==> src/rtl/pixel_substitutor.sv <==
`default_nettype none
// ============================================================================
// pixel_substitutor: captures a 256-entry S-box, then encrypts pixels as
// C[i] = SBOX[P[i] ^ K[i]] ^ C[i-1] (C[-1] = IV).   Rev 1.0
// ============================================================================
module pixel_substitutor #(
  parameter int unsigned NUM_PIXELS = 65536,
  parameter logic [7:0]  IV         = 8'h00
) (
  input  logic       clk,
  input  logic       rst,
  input  logic       sb_wr_en,
  input  logic [7:0] sb_wr_data,
  input  logic       sb_done,
  input  logic       pix_valid,
  output logic       pix_ready,
  input  logic [7:0] pix_data,
  input  logic [7:0] key_data,
  output logic       c_valid,
  input  logic       c_ready,
  output logic [7:0] c_data,
  output logic       c_last,
  output logic       frame_done,
  output logic       sbox_err
);

  typedef enum logic [1:0] {
    ST_LOAD  = 2'd0,
    ST_RUN   = 2'd1,
    ST_DRAIN = 2'd2
  } state_t;

  localparam logic [19:0] LAST_IDX = 20'(NUM_PIXELS - 1);

  state_t      state_q, state_d;
  logic [8:0]  wr_cnt_q, wr_cnt_d;
  logic [19:0] pix_cnt_q, pix_cnt_d;
  logic [7:0]  chain_q, chain_d;
  logic [7:0]  c_data_q, c_data_d;
  logic        c_valid_q, c_valid_d;
  logic        c_last_q, c_last_d;
  logic        frame_done_q, frame_done_d;
  logic        sbox_err_q, sbox_err_d;

  logic [7:0]  sbox_q [256];
  logic        sb_we;
  logic        accept;
  logic [7:0]  sub_byte;

  assign pix_ready  = (state_q == ST_RUN) && (!c_valid_q || c_ready);
  assign accept     = pix_valid && pix_ready;
  assign sb_we      = (state_q == ST_LOAD) && sb_wr_en;
  assign sub_byte   = sbox_q[pix_data ^ key_data] ^ chain_q;

  assign c_valid    = c_valid_q;
  assign c_data     = c_data_q;
  assign c_last     = c_last_q;
  assign frame_done = frame_done_q;
  assign sbox_err   = sbox_err_q;

  // Table storage carries no reset; a reset always forces a full reload.
  always_ff @(posedge clk) begin
    if (sb_we) begin
      sbox_q[wr_cnt_q[7:0]] <= sb_wr_data;
    end
  end

  always_comb begin
    state_d      = state_q;
    wr_cnt_d     = wr_cnt_q;
    pix_cnt_d    = pix_cnt_q;
    chain_d      = chain_q;
    c_data_d     = c_data_q;
    c_valid_d    = c_valid_q;
    c_last_d     = c_last_q;
    frame_done_d = 1'b0;
    sbox_err_d   = sbox_err_q;

    case (state_q)
      ST_LOAD: begin
        if (sb_done && !wr_cnt_q[8]) begin
          sbox_err_d = 1'b1;
        end
        if (sb_wr_en) begin
          wr_cnt_d = wr_cnt_q + 9'd1;
          if (wr_cnt_q == 9'd255) begin
            state_d = ST_RUN;
          end
        end
      end

      ST_RUN: begin
        if (accept) begin
          c_data_d  = sub_byte;
          chain_d   = sub_byte;
          c_valid_d = 1'b1;
          pix_cnt_d = pix_cnt_q + 20'd1;
          if (pix_cnt_q == LAST_IDX) begin
            c_last_d = 1'b1;
            state_d  = ST_DRAIN;
          end
        end else if (c_valid_q && c_ready) begin
          c_valid_d = 1'b0;
        end
      end

      ST_DRAIN: begin
        // Last byte leaves: rearm chaining for the next frame, keep the table.
        if (c_valid_q && c_ready && c_last_q) begin
          c_valid_d    = 1'b0;
          c_last_d     = 1'b0;
          frame_done_d = 1'b1;
          chain_d      = IV;
          pix_cnt_d    = 20'd0;
          state_d      = ST_RUN;
        end
      end

      default: begin
        state_d = ST_LOAD;
      end
    endcase
  end

  always_ff @(posedge clk) begin
    if (!rst) begin
      state_q      <= ST_LOAD;
      wr_cnt_q     <= 9'd0;
      pix_cnt_q    <= 20'd0;
      chain_q      <= IV;
      c_data_q     <= 8'd0;
      c_valid_q    <= 1'b0;
      c_last_q     <= 1'b0;
      frame_done_q <= 1'b0;
      sbox_err_q   <= 1'b0;
    end else begin
      state_q      <= state_d;
      wr_cnt_q     <= wr_cnt_d;
      pix_cnt_q    <= pix_cnt_d;
      chain_q      <= chain_d;
      c_data_q     <= c_data_d;
      c_valid_q    <= c_valid_d;
      c_last_q     <= c_last_d;
      frame_done_q <= frame_done_d;
      sbox_err_q   <= sbox_err_d;
    end
  end

endmodule
`default_nettype wire

==> config.mk <==
export PLATFORM = sky130hd
export DESIGN_NAME = pixel_substitutor
export DESIGN_NICKNAME = d
export VERILOG_FILES = /design/src/rtl/pixel_substitutor.sv
export SDC_FILE = /design/constraint.sdc
export NUM_CORES = 2
export LEC_CHECK = 0
export ABC_AREA = 1
export BUFFER_PORTS_ARGS = -buffer_cell sky130_fd_sc_hd__buf_4
export CAP_MARGIN = 20
export CORE_MARGIN = 3
export CORE_UTILIZATION = 50
export DETAILED_ROUTE_END_ITERATION = 12
export PLACE_DENSITY = 0.68
export SLEW_MARGIN = 15
export SYNTH_ARGS = -nofsm -noshare
export SYNTH_HDL_FRONTEND = slang
export SYNTH_SLANG_ARGS = --single-unit
==> constraint.sdc <==
create_clock -name clk -period 2.4 [get_ports clk]
set_input_delay 0.12 -clock clk [delete_from_list [all_inputs] [get_ports clk]]
set_output_delay 0.12 -clock clk [all_outputs]
set_load 0.05 [all_outputs]
## After elaboration in Yosys (flattened, before gate mapping)

Memories as Yosys holds them, arrays and structs flattened.
Index checks and enable logic that the tools add are counted.

- Flip-flop bits (word level): 51
- Bits in writable memories: 2048
- Input port bits: 30
- Output and inout bits: 13
- Memories: 1

- Add/sub/neg operators: 2
- Equality and inequality tests: 10
- Muxes and demuxes: 22
- Bitwise operators: 2
- Reduce and logical (&&, ||, !) cells: 19

Memory list:

| memory | words | width | rd ports | clocked after memory_dff | write ports | line | RTL |
|---|---|---|---|---|---|---|---|
| sbox_q | 256 | 8 | 1 | 0 | 1 | 45 | `logic [7:0] sbox_q [256];` |

Operator list:

| kind | count |
|---|---|
| 2-to-1 mux 20 bit | 2 |
| one-hot mux 20 bit (2 select lines) | 1 |
| adder 20 x 1 -> 20 bit (second input constant) | 1 |
| == test 20 x 16 -> 1 bit (second input constant) | 1 |
| 2-to-1 mux 8 bit | 2 |
| one-hot mux 8 bit (2 select lines) | 1 |
| XOR 8 bit | 2 |
| 2-to-1 mux 2 bit | 5 |
| adder 9 x 1 -> 9 bit (second input constant) | 1 |
| == test 9 x 8 -> 1 bit (second input constant) | 1 |
| 2-to-1 mux 1 bit | 8 |
| AND reduction 2 bit | 4 |
| logical AND 1 bit | 6 |
| inequality test 2 bit (second input constant) | 3 |
| one-hot mux 2 bit (3 select lines) | 1 |
| AND reduction 3 bit | 2 |
| AND reduction 5 bit | 1 |
| inequality test 2 x 1 -> 1 bit (second input constant) | 2 |
| one-hot mux 1 bit (2 select lines) | 2 |
| AND reduction 4 bit | 1 |
| inequality test 3 x 2 -> 1 bit (second input constant) | 1 |
| == test 2 x 1 -> 1 bit (second input constant) | 1 |
| == test 2 bit (second input constant) | 1 |
| logical NOT 1 bit | 2 |
| other kinds (3) | 3 |

## Longest topological paths before layout

- Depth in word-level cells: 6
- Mapped depth: 21

## Worst setup path after synthesis

No wires, ideal clock.

- Kind: reg-to-reg
- Start point: register state_q[1]
- End point: register pix_cnt_q[19]
- Setup time: 0.119 ns
- Data arrival time: 2.758 ns
- Slack: -0.478 ns
- Cell stages (with the launch flop): 17
- Period minus slack after synthesis: 2.878 ns
- Cells stage by stage: dfxtp_1 -> inv_1 -> ha_1 -> a21boi_2 -> and2_1 -> buf_4 -> inv_1 -> a21oi_2 -> nand2_2 -> nor2_4 -> nand3_1 -> nor2_1 -> nand4_1 -> nor2_1 -> nand2_1 -> o21ai_0 -> a21oi_1

- Longest elaborated chain between the ends: 5
- Elaborated cells between the ends (all ways): 9
- Classes of those cells: 4 x eq/ne; 1 x mux; 4 x reduce/logical

Ends and longest elaborated chain:

| item | line | RTL |
|---|---|---|
| start: declaration | 35 | `state_t state_q, state_d;` |
| start signal: assignment | 137 | `state_q <= state_d;` |
| == test 2 x 1 -> 1 bit | 50 | `assign pix_ready = (state_q == ST_RUN) && (!c_valid_q \|\| c_ready);` |
| logical AND 1 bit | 50 |  |
| net pix_ready | 16 | `output logic pix_ready,` |
| logical AND 1 bit | 51 | `assign accept = pix_valid && pix_ready;` |
| inequality test 2 bit (no line) | n/a |  |
| AND reduction 3 bit (no line) | n/a |  |
| end signal: assignment | 139 | `pix_cnt_q <= pix_cnt_d;` |
| end: declaration | 37 | `logic [19:0] pix_cnt_q, pix_cnt_d;` |

The timed path passes the listed nets, and every way through them passes these cells.
A chain may end at the register's enable or synchronous reset.

## Worst setup path in the final report

- Start point: register state_q[1]
- End point: register pix_cnt_q[19]

- Longest elaborated chain between the ends: 5
- Elaborated cells between the ends (all ways): 9
- Classes of those cells: 4 x eq/ne; 1 x mux; 4 x reduce/logical

Ends and longest elaborated chain:

| item | line |
|---|---|
| == test 2 x 1 -> 1 bit | 50, 79 |
| logical AND 1 bit | 50 |
| logical AND 1 bit | 51 |
| inequality test 2 bit (no line) | n/a |
| AND reduction 3 bit (no line) | n/a |

Several ways; a longest one is shown, not always the timed one.

==> results by group <==
Route
  • DR vias: 64,174
  • Initial DRC count: 8,637
  • DRT Pass-1 Iters: 9
  • Final ANT Viol Nets: 0
  • # DRC: 0
  • Total Wirelength: 254 mm
  • DR vias/cell: 5.58
  • WL per Instance: about 22 µm

STA
  • Slew HR: just under 50%
  • Skew final: approximately 57 ps
  • FMAX: between 400 and 500 MHz
  • Setup violators final: 0
  • RSZ-0062 raised after global routing: true
  • Final hold violation count: 0
  • Final worst path period need: approximately 2300 ps
  • Hold WS: 110 ps
  • Tcrit/Tclk final: 96.7%
  • Worst-Margin Slew: 759 ps
  • Final Max Tran Viols: 0

Power
  • Combinational share of power: 11.2%
  • Static leakage: 0.0418 µW
  • Sequential Power Share: 49.7%
  • Switch Pwr: ~20,000 µW
  • Peak supply drop: 0.698 mV
  • Clock Power Share: 39.0%
  • P_int: 60,900 µW
  • Power density cells: approximately 770 nW/µm²
  • Switching part of the total: 24.8%

Clock tree
  • Max clock buf depth: 3
  • Clock transition at path regs: 60 ps
  • CTS Buf Count: 207
  • CTS tree: built
  • Root Buffer: clkbuf_16
  • Clk sinks: around 2,100
  • Clk_lat worst skew: 860 ps
  • H-tree Lvls: 4

GRT
  • Initial antenna violation count: 8
  • Remaining global-route overflow: 0
  • Vias in the first global route: 61,432
  • GRT Total Usage: 27.1%
  • Pin count of the biggest net entering global routing: 104
  • Global-route wire length before repair: about 380 mm

Logic synthesis
  • Mapped Avg Cell Area: 10.5 µm²
  • Dominant synthesized flop cell: edfxtp_1
  • Area leader, netlist: edfxtp_1
  • Mux cell area share after synthesis: 0%
  • Number of synthesized flops with an enable pin: 2,048
  • Simple-gate share of the synthesized area: about 23%
  • Post-Synth Adder-Cell Area: 0.125%
  • Ys Warns: 0
  • Synthesized cell area: 89,800 µm²
  • Commonest cells post-synth: nand2_1 (2,359), nand3_1 (2,054), edfxtp_1 (2,048)
  • Area contributors post-synth: edfxtp_1 (69%), nand3_1 (11%), nand2_1 (9.9%)
  • Count leader, synth: nand2_1
  • Synth Area in Compound Gates: 0.612%
  • Seq/Total Area, Yosys: 69.6%
  • Number of distinct library cells after synthesis: 35
  • Syn nets: 8,562
  • Synth Area in XOR/XNOR: 0.0780%
  • Share of flip-flops with an asynchronous set or reset: 0%
  • Share of the synthesized area in the top cell type: about two thirds
  • Main combinational cell family by area after synthesis: simple AND/OR/NAND/NOR gates
  • Register bit total from synthesis: 2,099
  • Post-Synthesis Cells: 8,523

Placed design
  • Final GP Congestion: 0.945
  • PortBufs: 42
  • Detailed placement HPWL: 161 mm
  • Dpl cell area: 98,000 µm²

Cells and area
  • Layout cell share with drive strength beyond 1: 12.1%
  • Post-route cell area: 105,000 µm²
  • Fin util: 59.3%
  • Final nets: 9,022
  • Area grow syn2layout: 17.1%
  • Fill count: 14,111

Job
  • Total of max-cap violations: 0

Floorplan
  • Core area: between 150,000 and 200,000 µm²
  • Die Ht: around 430 µm
  • I/O pin count: 43
  • Die X: 430 µm
  • Initial Util: 50.6%
  • Die area: 185,000 µm²
  • Rows: 154

Worst hold path
  • Min-Delay Endpoint: sbox_err$_SDFFE_PN0P_
  • Hold_sp: sb_done
  • WHS Path Cells: 4
  • Hold Crit Class: in -> reg

Status
  • Outcome: finished clean

Setup path
  • Reg2Reg Depth: 15
  • Worst r2r dst: pix_cnt_q[19]$_SDFFE_PN0P_
  • Reg2Reg Setup Slack: about 79 ps
  • Critical Path AT: between 3000 and 4000 ps
  • Crit. End Element: register
  • Worst Setup Start Kind: register
  • Critical Path Fanout Max: 4
  • Worst r2r src: state_q[1]$_SDFFE_PN0P_
  • Data required, critical path: 3140 ps
  • CP Class: reg -> reg
[routing by layer]
layer	up-vias	track usage, %	wire length [µm]
li1	29484	-	-
met1	30927	36.7	100000
met2	3260	43.6	119000
met3	501	4.58	24000
met4	2	11.1	10900
met5	-	0	11
[placed cells by master (no fill, tap or decap), drive strengths merged]
cell type | Yosys | layout
a211oi | 1 | 1
a21boi | 1 | 1
a21oi | 34 | 34
a2bb2oi | 1 | 1
a311oi | 1 | 1
a31o | 1 | 1
a31oi | 3 | 3
and2 | 1 | 1
buf | 201 | 734
bufinv | 0 | 15
clkbuf | 299 | 268
clkinv | 1 | 95
clkinvlp | 0 | 5
dfxtp | 51 | 51
diode | 0 | 1
dlygate4sd3 | 0 | 16
edfxtp | 2048 | 2048
ha | 9 | 9
inv | 1094 | 1098
nand2 | 2360 | 2360
nand3 | 2054 | 2054
nand3b | 1 | 1
nand4 | 5 | 5
nor2 | 285 | 285
nor3 | 11 | 11
nor3b | 3 | 3
nor4 | 1 | 1
o211ai | 16 | 16
o21a | 9 | 9
o21ai | 23 | 23
o41ai | 1 | 1
xnor2 | 7 | 7
xor2 | 1 | 1
[critical path, cell delays in order (launching register included)]
cell and delay, ps:
dfxtp_1 320, inv_2 90, ha_4 170, a21boi_4 190, and2_4 160, inv_2 50, a21oi_4 180, nand2_4 90
nor2_4 170, nand3_4 100, nor2_4 110, nand4_1 160, nor2_2 150, nand2_1 80, o21ai_1 120, a21oi_1 50
[repair_timing]
item	CTS	global route
setup buffers	1	5
hold buffers	16	0
endpoints found under the setup margin	228	408
cloned	0	1
hold endpoints to repair	1308	0
resized for setup	33	41
pin swaps	2	2
[registers in the layout (all words and copies together), names as in the netlist]
name / cells
sbox_q: 2048
pix_cnt_q: 20
wr_cnt_q: 9
c_data: 8
chain_q: 8
state_q: 2
c_last: 1
c_valid: 1
frame_done: 1
sbox_err: 1
[logic make-up (layout without fill, tap and decap cells)]
family | count (synthesis) | in the layout
AO/OA/AOI/OAI | 91 | 91
XOR/XNOR | 8 | 8
adder cells (fa/ha/maj) | 9 | 9
buffers and inverters | 1595 | 2231
flip-flops | 2099 | 2099
other | 0 | 1
AND/OR/NAND/NOR | 4721 | 4721
[layout make-up]
type / instances / area, µm² / area share (%)
inverter: 1095 / 4120 / 3.92
multi-input combinational: 4829 / 21500 / 20.4
clock inverter: 118 / 1120 / 1.07
timing repair buffer: 751 / 7490 / 7.13
clock buffer: 267 / 5470 / 5.20
tap: 2340 / 2930 / 2.79
sequential: 2099 / 62500 / 59.5
antenna: 1 / 2.50 / 0.00238
[power by group through the flow]
stage / sequential [µW] / combinational (µW) / clock [µW]
2_1_floorplan: 41000 / 4510 / 0
3_3_place_gp: 41000 / 8810 / 0
3_5_place_dp: 41000 / 8890 / 0
4_1_cts: 40200 / 8960 / 31900
5_1_grt: 40200 / 9710 / 33400
6_report: 40200 / 9070 / 31600
[worst max path at each step]
stage | from | endpoint | slack [ps]
after global placement | key_data[0] | c_data[1]$_SDFFE_PN0P_ | -530
after floorplan | state_q[1]$_SDFFE_PN0P_ | pix_cnt_q[19]$_SDFFE_PN0P_ | -160
after detailed placement | key_data[0] | c_data[5]$_SDFFE_PN0P_ | -510
after global routing | state_q[1]$_SDFFE_PN0P_ | pix_cnt_q[19]$_SDFFE_PN0P_ | -80
after CTS | state_q[1]$_SDFFE_PN0P_ | sbox_q[122][6]$_DFFE_PP_ | -20
final | state_q[1]$_SDFFE_PN0P_ | pix_cnt_q[19]$_SDFFE_PN0P_ | 80
[metrics by stage]
step	setup WS, ps	TNS, ps	std cells	power, µW
floorplan	-165	-255	8523	45600
finish	79.3	0	11500	80900
detailed placement	-510	-21960	11091	49900
global placement	-528	-16310	11091	49800
global route	-84.9	-462	11500	83400
CTS	-16.6	-126	11493	81100
Note: power is estimated with default switching activity, not from simulation.
